$ cat config.mk
export PLATFORM = sky130hd
export DESIGN_NAME = mbt_pixel_sched
export DESIGN_NICKNAME = d
export VERILOG_FILES = /design/src/rtl/mbt_pixel_sched.sv
export SDC_FILE = /design/constraint.sdc
export NUM_CORES = 1
export LEC_CHECK = 0
export ABC_AREA = 1
export CORE_MARGIN = 8
export CORE_UTILIZATION = 55
export CTS_CLUSTER_SIZE = 12
export DETAILED_ROUTE_END_ITERATION = 12
export DONT_BUFFER_PORTS = 1
export HOLD_SLACK_MARGIN = 0.15
export PLACE_DENSITY = 0.71
export SLEW_MARGIN = 20
export SYNTH_ARGS = -nofsm -noshare
export SYNTH_HDL_FRONTEND = slang
export SYNTH_SLANG_ARGS = --single-unit
$ cat constraint.sdc
create_clock -name clk -period 4.9 [get_ports clk]
set_clock_uncertainty 0.15 [all_clocks]
set_input_delay 0.49 -clock clk [delete_from_list [all_inputs] [get_ports clk]]
set_output_delay 0.49 -clock clk [all_outputs]
set_load 0.005 [all_outputs]
$ cat src/rtl/mbt_pixel_sched.sv
// mbt_pixel_sched: walks an H_RES x V_RES grid of complex coordinates, hands each one
// to an escape-time ALU, and offers the returned iteration count as a pixel write.
// Optional build macro MBT_SCHED_TIMEOUT_EN adds a WAIT watchdog that drives err.
module mbt_pixel_sched #(
  parameter int N      = 32,
  parameter int Q      = 21,
  parameter int H_RES  = 320,
  parameter int V_RES  = 240,
  parameter int ADDR_W = 17
) (
  input  logic              clk,
  input  logic              rst,
  input  logic              go,
  input  logic [N-1:0]      x_min,
  input  logic [N-1:0]      y_max,
  input  logic [N-1:0]      step,
  output logic              busy,
  output logic              done,
  output logic              alu_rst,
  output logic              alu_start,
  output logic [N-1:0]      alu_c_real,
  output logic [N-1:0]      alu_c_img,
  input  logic              alu_valid,
  input  logic [6:0]        alu_d_out,
  output logic              pix_valid,
  input  logic              pix_ready,
  output logic [ADDR_W-1:0] pix_addr,
  output logic [6:0]        pix_data,
  output logic              err
);

  localparam int XW = (H_RES > 1) ? $clog2(H_RES) : 1;
  localparam int YW = (V_RES > 1) ? $clog2(V_RES) : 1;

  // Q only describes the coordinate format; the scheduler just adds and subtracts words.
  if (Q >= N) begin : g_bad_q
    $error("mbt_pixel_sched: Q must be smaller than N");
  end
  if ((64'd1 << ADDR_W) < 64'(H_RES * V_RES)) begin : g_bad_addr_w
    $error("mbt_pixel_sched: ADDR_W too small for H_RES*V_RES");
  end

  typedef enum logic [2:0] {IDLE, SETUP, ARST, ASTART, WAIT, EMIT, FIN} state_t;

  state_t              state_q, state_d;
  logic [XW-1:0]       x_q;
  logic [YW-1:0]       y_q;
  logic [ADDR_W-1:0]   addr_q;
  logic [N-1:0]        x_min_q, step_q, c_real_q, c_img_q;
  logic [6:0]          data_q;
  logic                last_x, last_pix, timeout;

  assign last_x   = (x_q == XW'(H_RES - 1));
  assign last_pix = last_x && (y_q == YW'(V_RES - 1));

  // State register; reset is synchronous and wins from any state.
  always_ff @(posedge clk) begin
    // NOTE: sequential state uses non-blocking assignments so every flop samples pre-edge values.
    if (rst) state_q <= IDLE;
    else     state_q <= state_d;
  end

  // Next-state logic for the per-pixel handshake sequence.
  always_comb begin
    // NOTE: default first so no path leaves state_d unassigned and infers a latch.
    state_d = state_q;
    case (state_q)
      IDLE:    if (go) state_d = SETUP;
      SETUP:   state_d = ARST;
      ARST:    state_d = ASTART;
      ASTART:  state_d = WAIT;
      WAIT:    if (alu_valid || timeout) state_d = EMIT;
      EMIT:    if (pix_ready) state_d = last_pix ? FIN : ARST;
      FIN:     state_d = IDLE;
      default: state_d = IDLE;
    endcase
  end

  // Coordinate walk, address counter and pixel capture.
  always_ff @(posedge clk) begin
    if (rst) begin
      x_q      <= '0;
      y_q      <= '0;
      addr_q   <= '0;
      x_min_q  <= '0;
      step_q   <= '0;
      c_real_q <= '0;
      c_img_q  <= '0;
      data_q   <= '0;
    end else begin
      case (state_q)
        SETUP: begin
          x_min_q  <= x_min;
          step_q   <= step;
          x_q      <= '0;
          y_q      <= '0;
          addr_q   <= '0;
          c_real_q <= x_min;
          c_img_q  <= y_max;
        end
        WAIT: begin
          if (alu_valid)    data_q <= alu_d_out;
          else if (timeout) data_q <= 7'd127;
        end
        EMIT: begin
          if (pix_ready && !last_pix) begin
            addr_q <= addr_q + 1'b1;
            if (!last_x) begin
              x_q      <= x_q + 1'b1;
              c_real_q <= c_real_q + step_q;
            end else begin
              x_q      <= '0;
              y_q      <= y_q + 1'b1;
              c_real_q <= x_min_q;
              c_img_q  <= c_img_q - step_q;
            end
          end
        end
        default: ;
      endcase
    end
  end

`ifdef MBT_SCHED_TIMEOUT_EN
  logic [9:0] wd_q;
  logic       err_q;

  // Give up on the 1023rd consecutive WAIT cycle without alu_valid.
  assign timeout = (state_q == WAIT) && !alu_valid && (wd_q == 10'd1022);
  assign err     = err_q;

  // Watchdog counts WAIT cycles; err is sticky until reset or the next frame setup.
  always_ff @(posedge clk) begin
    if (rst) begin
      wd_q  <= '0;
      err_q <= 1'b0;
    end else begin
      if (state_q == ASTART)    wd_q <= '0;
      else if (state_q == WAIT) wd_q <= wd_q + 10'd1;
      if (state_q == SETUP)     err_q <= 1'b0;
      else if (timeout)         err_q <= 1'b1;
    end
  end
`else
  assign timeout = 1'b0;
  assign err     = 1'b0;
`endif

  assign busy       = (state_q != IDLE);
  assign done       = (state_q == FIN);
  assign alu_rst    = rst || (state_q == ARST);
  assign alu_start  = (state_q == ASTART);
  assign pix_valid  = (state_q == EMIT);
  assign pix_addr   = addr_q;
  assign pix_data   = data_q;
  assign alu_c_real = c_real_q;
  assign alu_c_img  = c_img_q;

endmodule
# After elaboration in Yosys (flattened, before gate mapping)
# Index checks and enable logic that the tools add are counted.
# W data, S select, Z words.
[classes] n_reduce_logical=11 n_addsub=5 mux=19 n_eq_ne=13
[ops] op="$mux W32" count=4
[ops] op="$pmux W32 S2" count=2
[ops] op="$pmux W17 S2" count=1
[ops] op="$add A32 B32 Y32" count=1
[ops] op="$sub A32 B32 Y32" count=1
[ops] op="$mux W9" count=2
[ops] op="$pmux W3 S6" count=1
[ops] op="$pmux W9 S2" count=1
[ops] op="$add A17 B1 Y17 const B" count=1
[ops] op="$mux W17" count=1
[ops] op="$mux W8" count=2
[ops] op="$pmux W8 S2" count=1
[ops] op="$mux W3" count=4
[ops] op="$add A9 B1 Y9 const B" count=1
[ops] op="$eq A3 B3 Y1 const B" count=3
[ops] op="$eq A9 B9 Y1 const B" count=1
[ops] op="$add A8 B1 Y8 const B" count=1
[ops] op="$eq A8 B8 Y1 const B" count=1
[ops] op="$eq A3 B2 Y1 const B" count=2
[ops] op="$ne A2 B1 Y1 const B" count=3
[ops] op="$reduce_and A3 Y1" count=2
[ops] op="$ne A2 B2 Y1 const B" count=2
[ops] op="$reduce_and A2 Y1" count=2
[ops] op="$eq A3 B1 Y1 const B" count=1
[ops] op="other kinds (6)" count=7
[totals] wordCells=57 inputBits=108 out_inout_bits=94 ff_bits=172

# Logic depth before layout (Yosys ltp)
# Gate-level depths: netlist of the first run.
[logic_depth] word_depth=6 ltp_mapped=16 mapped_depth_nobuf=16

# Least setup slack after synthesis of the first run
# No wires, ideal clock.
[synth_timing] kind="register -> register" from="reg c_real_q[0] (netlist: alu_c_real[0])" to="reg c_real_q[30] (netlist: alu_c_real[30])" t_required_ns=4.618 setup_slack_ns=2.830 arrival_time_ns=1.788 setup_time_ns=0.132 path_buffers=0 period_less_slack_ns=2.070 path_stages_with_launch=15 cell_sequence="dfxtp_1 > ha_1 > fa_1 > nand3_1 > nand3_1 > nand2_1 > nand2_1 > nand2_1 > nand2_1 > nand2_1 > nand2_1 > nand2_1 > nand3_1 > nand2_1 > a21oi_1"
[synth_via] elab_chain_cells=4
[synth_rtl] item="start, declared" line="49" source="logic [N-1:0] x_min_q, step_q, c_real_q, c_img_q;"
[synth_rtl] item="start signal, assigned" line="98" source="c_real_q <= x_min;"
[synth_rtl] item="start signal, assigned" line="110" source="c_real_q <= c_real_q + step_q;"
[synth_rtl] item="start signal, assigned" line="114" source="c_real_q <= x_min_q;"
[synth_rtl] item="$add A32 B32 Y32" line="110"
[synth_rtl] item="$mux W32" line="108" source="if (!last_x) begin"
[synth_rtl] item="$mux W32" line="106" source="if (pix_ready && !last_pix) begin"
[synth_rtl] item="$pmux W32 S2" line="91" source="case (state_q)"
# Every way passes these cells. The select of a mux whose other input is x is not followed.
# A chain may end at the register's enable or synchronous reset.

# Final worst setup path of the first run
[layout_timing] from="reg state_q[1]" to="reg c_real_q[10] (netlist: alu_c_real[10])"
[layout_via] elab_chain_cells=3 elab_cells_between_ends=6 classes_between="3 x eq/ne; 1 x mux; 2 x reduce/logical"
[layout_rtl] item="start, declared" line="45" source="state_t state_q, state_d;"
[layout_rtl] item="start signal, assigned" line="60" source="else state_q <= state_d;"
[layout_rtl] item="$eq A3 B3 Y1 (*)"
[layout_rtl] item="net pix_valid" line="25" source="output logic pix_valid,"
[layout_rtl] item="$ne A2 B1 Y1 (no source line) or $reduce_bool A2 Y1 (tied branches)"
[layout_rtl] item="$reduce_and A2 Y1 (no source line)"
# Mark *: on every way through the listed nets, which the timed path passes. The rest lies on a longest branch.

==> results.ini, run 1 <==
[clock_network]
htree_num_levels=4
cts_setup_buffers=0
cts_made_buffers=17
clk_pin_slew_worst_paths_ns=0.08
clock_sinks=172
cts_resized=0
clk_latency_ns=0.44
cts_root_buf=clkbuf_16
cts_hold_buffers=69
clockBufferDepth=2
cts_tree=done

[finish]
layout_commonest_cell=nand2_1
drive_above_1_share_pct=3.11
area_delta_synth_final_pct=11.7
regArea_mm2=0.00344
final_cell_mix=684 x nand2_1, 358 x inv_1, 184 x a21oi_1
final_core_util_pct=62.5
multiInputGateArea_mm2=0.00710
fin_nets=2253
n_fill_cell=2130

[floorplan]
pin_count=202
die_y_um=165
die_area_mm2=0.0272
die_width_um=165
start_util_pct=55.9
coreArea_mm2=0.0218
fp-row-count=54

[power_and_ir_drop]
total_power_mw=4.77
power.density_mw_per_mm2=349
peakVddDrop_uv=227
cellLeakagePower_nw=6.82

[global_route]
use_met2_pct=51.3
globalRoute.busiestLayer=met2
grt_use_met1_pct=35.9
grt_use_met3_pct=5.98
grt_usage_pct=29.9
grt_pass1_wl_um=63800
overflow=0
grt_max_degree=92
grt_pass1_vias=12000
antenna_found_initial=0

[yosys]
synth_nets=2220
yosysSeqAreaShare_pct=28.2
async_flop_share_pct=0
netlist_area_mm2=0.0122
syn_inst=2045
avgSynthCellArea_um2=5.97
synth_cell_types=42
synth_top_flop_cell=dfxtp_1
synth_edf_count=0
ys_ff_latch=172
yosys_warnings=0

[worst_setup_path]
endpoint_kind=flop
crit_type=reg -> reg
critPathLaunch=state_q[1]$_SDFFE_PP0P_
r2r-start=state_q[1]$_SDFFE_PP0P_
reg2reg_setup_slack_ns=1.11
reg2reg_depth=12
r2r-end=alu_c_real[10]$_SDFFE_PP0P_
worstPathRequired_ns=5.12
cp_max_fo=49
cp-start-kind=flop
cp.arrival_ns=4.01

[timing]
finalSetupTns_ns=0
setup-violations-final=0
period_needed_ns=3.79
rsz0062_at_grt=false
worst_pin_slew_ns=0.957
hold_ws_ns=0.141
fmaxAchievable_ghz=0.264
slew_headroom_pct=36.1
slew_viol_final=0
hold_viol=0
period_share_pct=77.4

[hold_path]
min_path_cells=2
hold_end=step_q[11]$_SDFFE_PP0P_
worstHoldPathType=in -> reg
min_from=step[11]

[status]
outcome=completed

[placed_design]
io_buffers=0
gp_congestion=0.984
post-dp-hpwl_um=31900

[route]
drt.antenna.violating_nets=0
post_drt_wl_per_cell_um=17.4
viasPerCell=5.40
vias=12800
drc=0
drtPass1Iterations=5
routed_wl_um=41400
dr.first_iter.drc_count=929

[flow_run]
drv_cap=0

-- Yosys cell counts (4+ instances only) --
| master | count | area, µm² |
|---|---|---|
| inv_1 | 358 | 1340 |
| a21o_1 | 4 | 30.0 |
| inv_2 | 6 | 22.5 |
| xnor2_1 | 12 | 105 |
| nand4_1 | 14 | 87.6 |
| buf_2 | 8 | 40.0 |
| a21oi_1 | 184 | 921 |
| nand2_1 | 684 | 2570 |
| and3_1 | 4 | 25.0 |
| or2_2 | 6 | 37.5 |
| nor2_1 | 120 | 450 |
| o21a_1 | 12 | 90.1 |
| buf_4 | 7 | 52.6 |
| nand3b_1 | 5 | 37.5 |
| nor3_1 | 24 | 120 |
| o21ai_0 | 102 | 510 |
| ha_1 | 65 | 813 |
| buf_1 | 6 | 22.5 |
| nand3_1 | 113 | 566 |
| xor2_1 | 21 | 184 |
| o22ai_1 | 26 | 163 |
| clkbuf_1 | 39 | 146 |
| and2_1 | 8 | 50.1 |
| a31oi_1 | 13 | 81.3 |
| dfxtp_1 | 172 | 3440 |
-- sequential cells by signal, indices dropped and copies added (netlist names) --
signal and count:
alu_c_real 32, alu_c_img 32, pix_data 7, x_q 9, y_q 8, x_min_q 32, pix_addr 17, state_q 3
step_q 32
-- metrics by stage --
stage	cell area (µm²)	std cells	setup slack, ns
after floorplan	12200	2045	2.83
after global placement	12300	2270	1.33
after detailed placement	12300	2270	1.24
after CTS	13600	2371	1.19
after global routing	13600	2371	0.785
final	13600	2372	1.11
-- cell type report --
cell class	count	area share, %
antenna	1	0.0184
clock buffer	18	3.15
clock inverter	14	1.28
inverter	366	10.1
multi-input combinational	1444	52.0
sequential	172	25.3
tap	280	2.57
timing repair buffer	77	5.63
-- worst max-delay path: stages (launching register included) --
cell	delay [ns]
dfxtp_1	0.42
nor2_4	0.07
nand2_2	0.05
buf_4	0.40
inv_2	0.47
nand3_2	0.19
buf_4	0.36
nand2_2	0.37
inv_2	0.82
nand2_1	0.11
nand2_1	0.10
inv_1	0.05
a21oi_1	0.12
-- worst max path at each step --
| stage | slack [ns] | depth (start not counted) | end |
|---|---|---|---|
| 4_1_cts | 1.19 | 12 | alu_c_real[10]$_SDFFE_PP0P_ |
| 3_3_place_gp | 1.33 | 12 | alu_c_real[13]$_SDFFE_PP0P_ |
| 3_5_place_dp | 1.24 | 12 | alu_c_real[29]$_SDFFE_PP0P_ |
| 6_report | 1.11 | 12 | alu_c_real[10]$_SDFFE_PP0P_ |
| 2_1_floorplan | 2.83 | 14 | alu_c_real[30]$_SDFFE_PP0P_ |
| 5_1_grt | 0.78 | 12 | alu_c_real[23]$_SDFFE_PP0P_ |
-- report_power, final --
group / internal (mW) / switching, mW / total [mW]
clock: 0.735 / 0.681 / 1.42
sequential: 1.51 / 0.126 / 1.64
combinational: 0.560 / 1.15 / 1.71
total: 2.81 / 1.96 / 4.77
-- cell families (layout without fill, tap and decap cells) --
family,Yosys count,count (layout),synth area share (%)
AO/OA/AOI/OAI,352,352,15.4
buffers and inverters,429,475,13.7
adder cells (fa/ha/maj),67,67,6.99
flip-flops,172,172,28.2
AND/OR/NAND/NOR,991,991,33.4
XOR/XNOR,33,33,2.37
other,1,2,0.0307
-- per-layer routing --
metal	part of all wire, %	wire (µm)
met5	0	0
met4	3.9	1630
met3	7.8	3220
met2	48	19700
met1	41	16800
No activity file was read; power rests on OpenSTA's default activity.
==> inputs of run 2 (changes only) <==
==> constraint.sdc (replaced) <==
create_clock -name clk -period 3.7 [get_ports clk]
set_clock_uncertainty 0.15 [all_clocks]
set_input_delay 0.37 -clock clk [delete_from_list [all_inputs] [get_ports clk]]
set_output_delay 0.37 -clock clk [all_outputs]
set_load 0.005 [all_outputs]
==> run 2 against run 1 <==
Against the previous run:
- sequential power is 32% higher
- routed wire length is 1.2% higher
- global-route usage grew 0.31 points
- register-to-register slack worse by 0.097 ns
- combinational power is 35% higher
- critical path depth grew 3
- total power increased by 32%
- cell area increased by 2.9%
- critical path type unchanged
- largest power group unchanged
==> results.ini, run 2 (same netlist as run 1, synthesis figures left out) <==
[global_route]
grt_max_degree=92
grt_usage_pct=30.3
antenna_found_initial=3
grt_pass1_wl_um=64800
overflow=0
grt_pass1_vias=12200

[route]
routed_wl_um=41900
drt.antenna.violating_nets=0
vias=13100
viasPerCell=5.40
drc=0
drtPass1Iterations=5
post_drt_wl_per_cell_um=17.3
dr.first_iter.drc_count=1092

[power_and_ir_drop]
peakVddDrop_uv=288
power_switching_mw=2.61
clkPwrFrac_pct=28.8
pwr-share-comb_pct=36.6
seqPwrFrac_pct=34.6
internal_power_mw=3.68
power.density_mw_per_mm2=448
swShare_pct=41.5
cellLeakagePower_nw=6.99
total_power_mw=6.29

[placed_design]
placed_area_mm2=0.0124
place_worst_setup_slack_ns=1.09
place_inst=2275
io_buffers=0
post-dp-hpwl_um=32100
gp_congestion=1.00

[clock_network]
cts_tree=done
cts_made_buffers=17
cts_root_buf=clkbuf_16
htree_num_levels=4
clock_sinks=172
clockBufferDepth=2
clk_pin_slew_worst_paths_ns=0.08
clk_latency_ns=0.44
cts_resized=0

[finish]
final_cells=2417
area_delta_synth_final_pct=15.0
fin_nets=2295
final_cell_mix=684 x nand2_1, 358 x inv_1, 184 x a21oi_1
drive_above_1_share_pct=3.28
fin_area_mm2=0.0140
layout_commonest_cell=nand2_1

[floorplan]
die_y_um=165
fp-row-count=54
coreArea_mm2=0.0218
start_util_pct=55.9
die_width_um=165
pin_count=202
die_area_mm2=0.0272

[hold_path]
worstHoldPathType=in -> reg

[worst_setup_path]
crit_top_cell=nand2_1
crit_slowest_cell=dfxtp_1
cp-start-kind=flop
worstPathRequired_ns=3.91
endpoint_kind=flop
path_delay_family=simple AND/OR/NAND/NOR gates
crit_type=reg -> reg
cp_max_fo=35
cp.arrival_ns=2.90
cp_slowest_stage_delay_ns=0.38
path_buf_inv=4
path_cells=ha_1 -> nand2_2 -> nor2_4 -> nand3_4 -> nor2_8 -> nand2_1 -> nand3_2 -> nand2_2 -> buf_4 -> inv_2 -> buf_12 -> nand2_1 -> nand2_1 -> inv_1 -> a21oi_1

[timing]
slew_viol_final=0
period_needed_ns=2.69
period_share_pct=72.7
rsz0062_at_grt=false
worst_pin_slew_ns=0.666
slew_headroom_pct=55.6
finalSetupTns_ns=0
fmaxAchievable_ghz=0.372
hold_viol=0
setup-violations-final=0
worst_slack_ns=1.01

[status]
outcome=completed

[flow_run]
drv_cap=0

[run 2: cell types whose count changed in the layout (fill, tap and decap cells not counted), moves of 2 or more]
| cell | previous run | this run |
|---|---|---|
| dlygate4sd3_1 | 68 | 105 |
| diode_2 | 1 | 5 |
| inv_6 | 5 | 2 |
| inv_8 | 3 | 5 |
| clkinv_4 | 2 | 4 |
| buf_4 | 8 | 12 |
[run 2: layer usage]
metal / routed length [µm] / share of wire (%) / global-route usage, % / vias up
met5: 11 / 0.026 / 0 / -
met4: 1930 / 4.6 / 14.2 / 2
met3: 2950 / 7.0 / 5.76 / 106
met2: 19700 / 47 / 51.1 / 498
met1: 17300 / 41 / 36.4 / 5853
li1: - / - / - / 6604
[run 2: power by group through the flow]
stage / Combinational [mW] / Clock (mW) / Sequential [mW]
global placement: 2.12 / 0 / 2.21
detailed placement: 2.15 / 0 / 2.22
CTS: 2.27 / 1.82 / 2.17
finish: 2.30 / 1.81 / 2.17
global route: 2.60 / 1.89 / 2.19
floorplan: 1.65 / 0 / 2.13
[run 2: what timing repair did]
action,in CTS,in global routing
hold buffers,106,0
endpoints found under the hold margin,155,0
setup buffers,0,0
[run 2: path summary, 6_finish.rpt]
check	from	end	slack (ns)	cells after the start
worst max-delay path	x_q[0]$_SDFFE_PP0P_	alu_c_real[11]$_SDFFE_PP0P_	1.01	15
worst max register to register	x_q[0]$_SDFFE_PP0P_	alu_c_real[11]$_SDFFE_PP0P_	1.01	15
worst min register to register	x_min_q[31]$_SDFFE_PP0P_	x_min_q[31]$_SDFFE_PP0P_	0.32	2
worst min-delay path	rst	pix_addr[10]$_SDFFE_PP0P_	0.16	2
[run 2: cell type report]
cell class / count / area, µm²
fill: 2116 / 7780
multi-input combinational: 1444 / 7100
sequential: 172 / 3440
inverter: 366 / 1370
timing repair buffer: 119 / 1190
clock buffer: 17 / 425
tap: 280 / 350
clock inverter: 14 / 149
antenna: 5 / 12.5
[run 2: worst reg2reg max path, cell delays in order (launching register included)]
cell     delay [ns]
dfxtp_1        0.38
ha_1           0.20
nand2_2        0.08
nor2_4         0.15
nand3_4        0.12
nor2_8         0.24
nand2_1        0.11
nand3_2        0.09
nand2_2        0.04
buf_4          0.22
inv_2          0.27
buf_12         0.25
nand2_1        0.10
nand2_1        0.06
inv_1          0.04
a21oi_1        0.13
[run 2: per-stage QoR]
step	hold WS [ns]	utilization, %
final	0.156	64.3
after global routing	0.202	64.3
after global placement	0.291	56.7
after CTS	0.163	64.3
after floorplan	0.280	-
after detailed placement	0.299	56.7
==> inputs of run 3 (changes only) <==
--- a/config.mk
+++ b/config.mk
@@ -12,7 +12,7 @@
 export DETAILED_ROUTE_END_ITERATION = 12
 export DONT_BUFFER_PORTS = 1
 export HOLD_SLACK_MARGIN = 0.15
-export PLACE_DENSITY = 0.71
+export PLACE_DENSITY = 0.74
 export SLEW_MARGIN = 20
 export SYNTH_ARGS = -nofsm -noshare
 export SYNTH_HDL_FRONTEND = slang
==> constraint.sdc (replaced) <==
create_clock -name clk -period 2.3 [get_ports clk]
set_clock_uncertainty 0.15 [all_clocks]
set_input_delay 0.23 -clock clk [delete_from_list [all_inputs] [get_ports clk]]
set_output_delay 0.23 -clock clk [all_outputs]
set_load 0.005 [all_outputs]
==> run 3 against run 2 <==
Against the previous run:
- the run now ends with hold timing left
- critical path type unchanged
- total power increased by 74%
- via count increased by 5.2%
- clock power increased by 61%
- cell area increased by 7.2%
- largest power group unchanged
- combinational power increased by 99%
- flip-flop and latch count unchanged
- highest routed layer is now met4
- largest cell class unchanged
==> results.ini, run 3 (same netlist as run 1, synthesis figures left out) <==
[power_and_ir_drop]
peakVddDrop_uv=510
power.density_mw_per_mm2=728
total_power_mw=11.0
cellLeakagePower_nw=7.46

[route]
dr.first_iter.drc_count=1270
drc=0
post_drt_wl_per_cell_um=18.4
drt.antenna.violating_nets=0
drtPass1Iterations=5
routed_wl_um=45800
vias=13700
viasPerCell=5.53

[timing]
rsz0062_at_grt=true
slew_headroom_pct=55.3
fmaxAchievable_ghz=0.446
worst_pin_slew_ns=0.663
hold_ws_ns=-0.286
hold_viol=85
period_share_pct=97.4
slew_viol_final=0
setup-violations-final=0
period_needed_ns=2.24

[floorplan]
fp-row-count=54
die_width_um=165
die_y_um=165
start_util_pct=55.9
die_area_mm2=0.0272
coreArea_mm2=0.0218
pin_count=202

[placed_design]
place_inst=2353
placed_area_mm2=0.0130
post-dp-hpwl_um=33700
gp_congestion=1.04
io_buffers=0

[flow_run]
drv_cap=0

[clock_network]
htree_num_levels=4
clock_sinks=172
cts_made_buffers=17
clockBufferDepth=2
clk_latency_ns=0.44
cts_root_buf=clkbuf_16
cts_hold_buffers=84
clk_pin_slew_worst_paths_ns=0.08
cts_tree=done

[global_route]
antenna_found_initial=4
overflow=0
grt_max_degree=93
grt_pass1_wl_um=67700
grt_usage_pct=31.8
grt_pass1_vias=12700

[finish]
area_delta_synth_final_pct=23.3
fin_area_mm2=0.0151
drive_above_1_share_pct=11.4
final_cells=2485
n_fill_cell=1952
fin_nets=2364
layout_commonest_cell=nand2_1
final_core_util_pct=69.0
final_cell_mix=670 x nand2_1, 357 x inv_1, 173 x a21oi_1

[worst_setup_path]
cp_max_fo=25
cp.arrival_ns=2.41
worstPathRequired_ns=2.47
endpoint_kind=flop
r2r-start=state_q[0]$_SDFFE_PP0P_
critPathLaunch=state_q[0]$_SDFFE_PP0P_
cp-start-kind=flop
crit_type=reg -> reg

[hold_path]
worstHoldPathType=in -> reg
min_from=rst

[status]
violations=hold timing
outcome=complete, but fails checks

## run 3: changes by cell type in the layout (fill, tap and decap cells not counted), moves of 14 or more
cell | previous run | this run
dlygate4sd3_1 | 105 | 84
nand2_1 | 684 | 670
buf_4 | 12 | 89
ha_1 | 65 | 46
nor2_1 | 120 | 98
nor2_2 | 1 | 20
## run 3: final timing paths
check | endpoint | slack, ns | depth (start not counted)
setup / recovery | step_q[25]$_SDFFE_PP0P_ | 0.06 | 9
setup reg to reg | step_q[25]$_SDFFE_PP0P_ | 0.06 | 9
hold reg to reg | x_q[0]$_SDFFE_PP0P_ | 0.30 | 1
hold / removal | pix_addr[1]$_SDFFE_PP0P_ | -0.29 | 1
## run 3: power breakdown
group	switching, mW	total (mW)	internal [mW]
Clock	1.46	2.91	1.45
Combinational	2.82	4.58	1.76
Sequential	0.241	3.47	3.23
## run 3: per-stage QoR
stage / TNS [ns] / setup slack, ns
floorplan: 0 / 0.230
finish: 0 / 0.0590
detailed placement: -0.183 / -0.116
global placement: -0.123 / -0.0716
CTS: 0 / 0.00200
global route: -0.151 / -0.0536
## run 3: repair_timing
| action | CTS | global route |
|---|---|---|
| gates resized for setup | 6 | 119 |
| endpoints found under the hold margin | 165 | 85 |
| pin swaps | 0 | 10 |
| setup endpoints to repair | 8 | 94 |
| gates cloned | 0 | 3 |
| buffers inserted | 0 | 10 |
## run 3: layout make-up
| class | instances | area, µm² | share of cell area, % |
|---|---|---|---|
| clock buffers | 17 | 425 | 2.83 |
| multi-input cells | 1444 | 7490 | 49.8 |
| diodes | 4 | 10.0 | 0.0665 |
| repair buffers | 188 | 1780 | 11.9 |
| flip-flops and latches | 172 | 3460 | 23.0 |
| inverters | 366 | 1390 | 9.23 |
| well taps | 280 | 350 | 2.33 |
| clock inverters | 14 | 146 | 0.973 |
## run 3: metal layers
| metal | up-vias | track usage [%] | wire (µm) | part of all wire (%) |
|---|---|---|---|---|
| met1 | 6204 | 36.7 | 17700 | 39 |
| met4 | 0 | 15.9 | 2510 | 5.5 |
| met3 | 159 | 6.13 | 3740 | 8.2 |
| met2 | 654 | 55.2 | 21800 | 48 |
| li1 | 6721 | - | - | - |
| met5 | - | 0 | 0 | 0 |
## run 3: critical path, cell delays in order (launching register included)
cell           delay [ns]
dfxtp_2              0.35
inv_2                0.06
nor2_4               0.13
inv_1                0.11
nor2_4               0.18
inv_6                0.12
buf_4                0.22
o21ai_1              0.15
dlygate4sd3_1        0.58
a21oi_1              0.05
